<file path="config.mk">
export PLATFORM = sky130hd
export DESIGN_NAME = mem_arbiter
export DESIGN_NICKNAME = d
export VERILOG_FILES = /design/src/rtl/mem_arbiter.sv
export SDC_FILE = /design/constraint.sdc
export NUM_CORES = 1
export LEC_CHECK = 0
export ABC_CLOCK_PERIOD_IN_PS = 3400
export CAP_MARGIN = 5
export CORE_ASPECT_RATIO = 0.5
export CORE_MARGIN = 2
export CORE_UTILIZATION = 39
export DETAILED_ROUTE_END_ITERATION = 16
export GPL_ROUTABILITY_DRIVEN = 0
export HOLD_SLACK_MARGIN = 0.03
export MAX_ROUTING_LAYER = met4
export PLACE_DENSITY = 0.87
export SYNTH_ARGS = -nofsm -noshare
export SYNTH_HDL_FRONTEND = slang
export SYNTH_SLANG_ARGS = --single-unit
</file>
<file path="constraint.sdc">
create_clock -name clk -period 3.4 [get_ports clk]
set_input_delay 0.85 -clock clk [delete_from_list [all_inputs] [get_ports clk]]
set_output_delay 0.85 -clock clk [all_outputs]
set_load 0.005 [all_outputs]
</file>
<file path="src/rtl/mem_arbiter.sv">
// Arbitrates one single-ported memory between the fetch (I) and memory-stage (D) requesters.
// D has priority; a streak counter forces an I grant after STARVE consecutive D grants.
module mem_arbiter #(
  parameter int unsigned AW     = 32,
  parameter int unsigned DW     = 32,
  parameter int unsigned STARVE = 4
) (
  input  logic          clk,
  input  logic          reset,
  input  logic          ireq,
  input  logic [AW-1:0] iaddr,
  output logic [DW-1:0] irdata,
  output logic          iready,
  output logic          stallF,
  input  logic          dreq,
  input  logic          dwe,
  input  logic [AW-1:0] daddr,
  input  logic [DW-1:0] dwdata,
  output logic [DW-1:0] drdata,
  output logic          dready,
  output logic          stallM,
  output logic          mreq,
  output logic          mwe,
  output logic [AW-1:0] maddr,
  output logic [DW-1:0] mwdata,
  input  logic [DW-1:0] mrdata,
  input  logic          mack
);

  localparam int unsigned SW = $clog2(STARVE + 1);
  localparam logic [SW-1:0] StarveMax = SW'(STARVE);

  typedef enum logic [1:0] {StIdle, StIBusy, StDBusy} state_t;

  state_t        stateQ, stateD;
  logic [SW-1:0] streakQ, streakD;
  logic          mreqD, mweD;
  logic [AW-1:0] maddrD;
  logic [DW-1:0] mwdataD;
  logic          iStarved;

  assign iStarved = ireq && (streakQ == StarveMax);

  always_comb begin
    stateD  = stateQ;
    streakD = streakQ;
    mreqD   = mreq;
    mweD    = mwe;
    maddrD  = maddr;
    mwdataD = mwdata;
    case (stateQ)
      StIdle: begin
        if (dreq && !iStarved) begin
          stateD  = StDBusy;
          mreqD   = 1'b1;
          mweD    = dwe;
          maddrD  = daddr;
          mwdataD = dwdata;
          if (!ireq)                   streakD = '0;
          else if (streakQ != StarveMax) streakD = streakQ + SW'(1);
        end else if (ireq) begin
          stateD  = StIBusy;
          mreqD   = 1'b1;
          mweD    = 1'b0;
          maddrD  = iaddr;
          mwdataD = '0;
          streakD = '0;
        end
      end
      StIBusy, StDBusy: begin
        // Address and write data are left as-is after completion.
        if (mack) begin
          stateD = StIdle;
          mreqD  = 1'b0;
          mweD   = 1'b0;
        end
      end
      default: stateD = StIdle;
    endcase
  end

  always_ff @(posedge clk or negedge reset) begin
    if (!reset) begin
      stateQ  <= StIdle;
      streakQ <= '0;
      mreq    <= 1'b0;
      mwe     <= 1'b0;
      maddr   <= '0;
      mwdata  <= '0;
    end else begin
      stateQ  <= stateD;
      streakQ <= streakD;
      mreq    <= mreqD;
      mwe     <= mweD;
      maddr   <= maddrD;
      mwdata  <= mwdataD;
    end
  end

  // Completion is combinational so the pipeline advances on the same edge as mack.
  assign iready = (stateQ == StIBusy) && mack;
  assign dready = (stateQ == StDBusy) && mack;
  assign irdata = mrdata;
  assign drdata = mrdata;
  assign stallF = ireq && !iready;
  assign stallM = dreq && !dready;

endmodule

</file>
==> results.toml <==
[status]
status = "complete, no violations"

[route]
drt_iter0_drc = 230
routed_wl_mm = 12.16
dr_total_vias = 3444
dr.pass1.iters = 4
ant_nets = 0
route.detailed.drc = 0
wl_per_cell_um = 18.25
viasPerCell = 5.171

[floorplan]
die_w_um = 145.9
start_util = 0.4090
coreArea_mm2 = 0.009603
die_y_um = 74.96
floorplan.die_area_mm2 = 0.01094
rows = 25
ioPinCount = 268

[layout]
postLayoutCoreUtil = 0.5802
synthToLayoutAreaGrowth_pct = 41.86
final_common_cell = "clkdlybuf4s50_1"
fillCellCount = 774
drive_gt1_frac = 0.1149
final_cell_mix = "clkdlybuf4s50_1, nand2_1, dfrtp_1"
diodes = 0
nets = 665

[global_route]
grt_pass1_wl_mm = 18.74
grt_pass1_vias = 3515
grt.met2_usage = 0.4088
grt-ovfl-total = 0
use_met3 = 0.06303
top_usage_layer = "met2"
grt_use_total = 0.2278
antenna_found_initial = 0
grt_use_met1 = 0.2452
grt_max_degree = 42

[clock_network]
clk_latency_ns = 0.34
hold_buffers = 0
h-tree-depth = 3
cts_buffers = 9
root_buffer = "clkbuf_16"
cts_buffer_depth = 2
post_cts_buffers = 0
cts_tree = "built"
cts.sinks = 71
clk_pin_slew_ns = 0.05
cts.repair.resized = 0

[pwr]
power_frac_comb = 0.485
intPower_w = 0.002969
pwr-share-clk = 0.192
vdd_drop_max_mv = 0.3364
p_sw_w = 0.001598
pwr-share-seq = 0.323
design_power_total_w = 0.004568
p_per_area_mw_per_mm2 = 819.9
swShare = 0.3499
leakage_nw = 2.376

[placed_design]
dpl.hpwl_mm = 8.559
portBuffers = 171

[critical_path]
worstPathArrival_ns = 2.16
start_kind = "primary input"
reg2reg_from = "stateQ[1]"
cp-startpoint = "mack"
cp.required_ns = 2.55
crit_fanout = 3
path_class = "primary input to primary output"
cp-end-kind = "primary output"

[timing]
worst_pin_slew_ns = 0.7501
fmax_mhz = 332.1
fin_crit_sh = 0.8856
slew_viol_final = 0
tns_ns = 0
rsz0062_at_grt = "no"
slew_headroom = 0.5000
finClkSkew_ns = 0.004352
min_period_ns = 3.011
setup-violations-final = 0
hold_violations = 0

[yosys]
synth_nets = 568
synth_top_cell_by_area = "dfrtp_1"
ys_ff_latch = 71
ys_seq_area_frac = 0.4524
synth_cells = 429
syn_area_mm2 = 0.003928
syn_avg_cell_area_um2 = 9.155
yosysUniqueCellTypes = 26
ys_warn_count = 0
yosys-top-cells-area = "dfrtp_1, buf_4, nand2_1"
yosysTopAreaCellShare = 0.4524

[min_path]
hold_start = "mwdata[12]"
hold_path.class = "flop to flop"

[job]
max-cap-violations = 0
==> cells by family (layout without fill, tap and decap cells) <==
logic type	count (synthesis)	after routing	share of synthesized area
compound gates	75	75	0.1609
fa+ha+maj	5	5	0.01593
buf+inv	100	202	0.1704
flops	71	71	0.4524
mux	1	1	0.002549
simple gates	177	177	0.1978
==> critical path: stages <==
cell and delay (ns):
clkdlybuf4s50_1 0.44, and2_1 0.20, nor2b_1 0.14, clkdlybuf4s50_1 0.52
==> registers in the layout (all words and copies together) (netlist names) <==
register and count:
maddr 32, mwe 1, mreq 1, stateQ 2, mwdata 32, streakQ 3
==> per-layer routing <==
metal | vias up | part of all wire
met5 | - | 0
met4 | 0 | 0.025
met3 | 35 | 0.063
met2 | 134 | 0.54
met1 | 1696 | 0.37
li1 | 1579 | -
==> through the flow <==
step	hold slack [ns]	area, um2	std cells	worst slack (ns)
final	0.4818	5572	666	0.3890
after floorplan	0.4737	3928	429	1.100
after detailed placement	0.4703	5295	650	0.4034
after CTS	0.4870	5572	666	0.4034
after global routing	0.5006	5572	666	0.3362
after global placement	0.4645	5295	650	0.4967
==> cell type report <==
class	instances	area, um2	share of cell area
multi-input cells	258	1495	0.2684
repair buffers	182	1839	0.3301
flip-flops and latches	71	1777	0.3189
clock inverters	4	20.02	0.003593
inverters	4	15.01	0.002695
clock buffers	12	256.5	0.04604
well taps	135	168.9	0.03032
==> Yosys cell counts <==
cell and count:
buf_6 3, o21a_1 1, o211ai_1 3, or3b_1 1
buf_2 10, a21oi_1 2, buf_4 69, nand2b_1 1
dfrtp_1 71, nand3_2 1, o211ai_2 30, nor2b_1 2
and2_1 3, mux2i_1 1, a32o_1 3, a21o_1 1
a31o_1 1, nand3_1 1, o21ai_1 34, nand4_1 32
nor2_1 3, and3b_1 1, ha_1 5, inv_1 4
nand2_1 132, clkbuf_1 14
==> path summary, 6_finish.rpt <==
| check | slack (ns) | depth (start not counted) | to |
|---|---|---|---|
| max | 0.39 | 4 | stallF |
| min | 0.48 | 2 | mwdata[12] |
| max reg2reg | 1.42 | 6 | streakQ[1] |
| min reg2reg | 0.48 | 2 | mwdata[12] |
| max in group asynchronous | 2.13 | 2 | maddr[10] |
| min in group asynchronous | 0.58 | 1 | maddr[24] |
==> power by group through the flow <==
stage	clock network, W	logic [W]	registers, W
4_1_cts	0.000890	0.00224	0.00147
5_1_grt	0.000923	0.00241	0.00152
2_1_floorplan	0	0.00103	0.00150
6_report	0.000877	0.00222	0.00147
3_5_place_dp	0	0.00222	0.00148
3_3_place_gp	0	0.00216	0.00146
No activity file was read; power rests on OpenSTA's default activity.
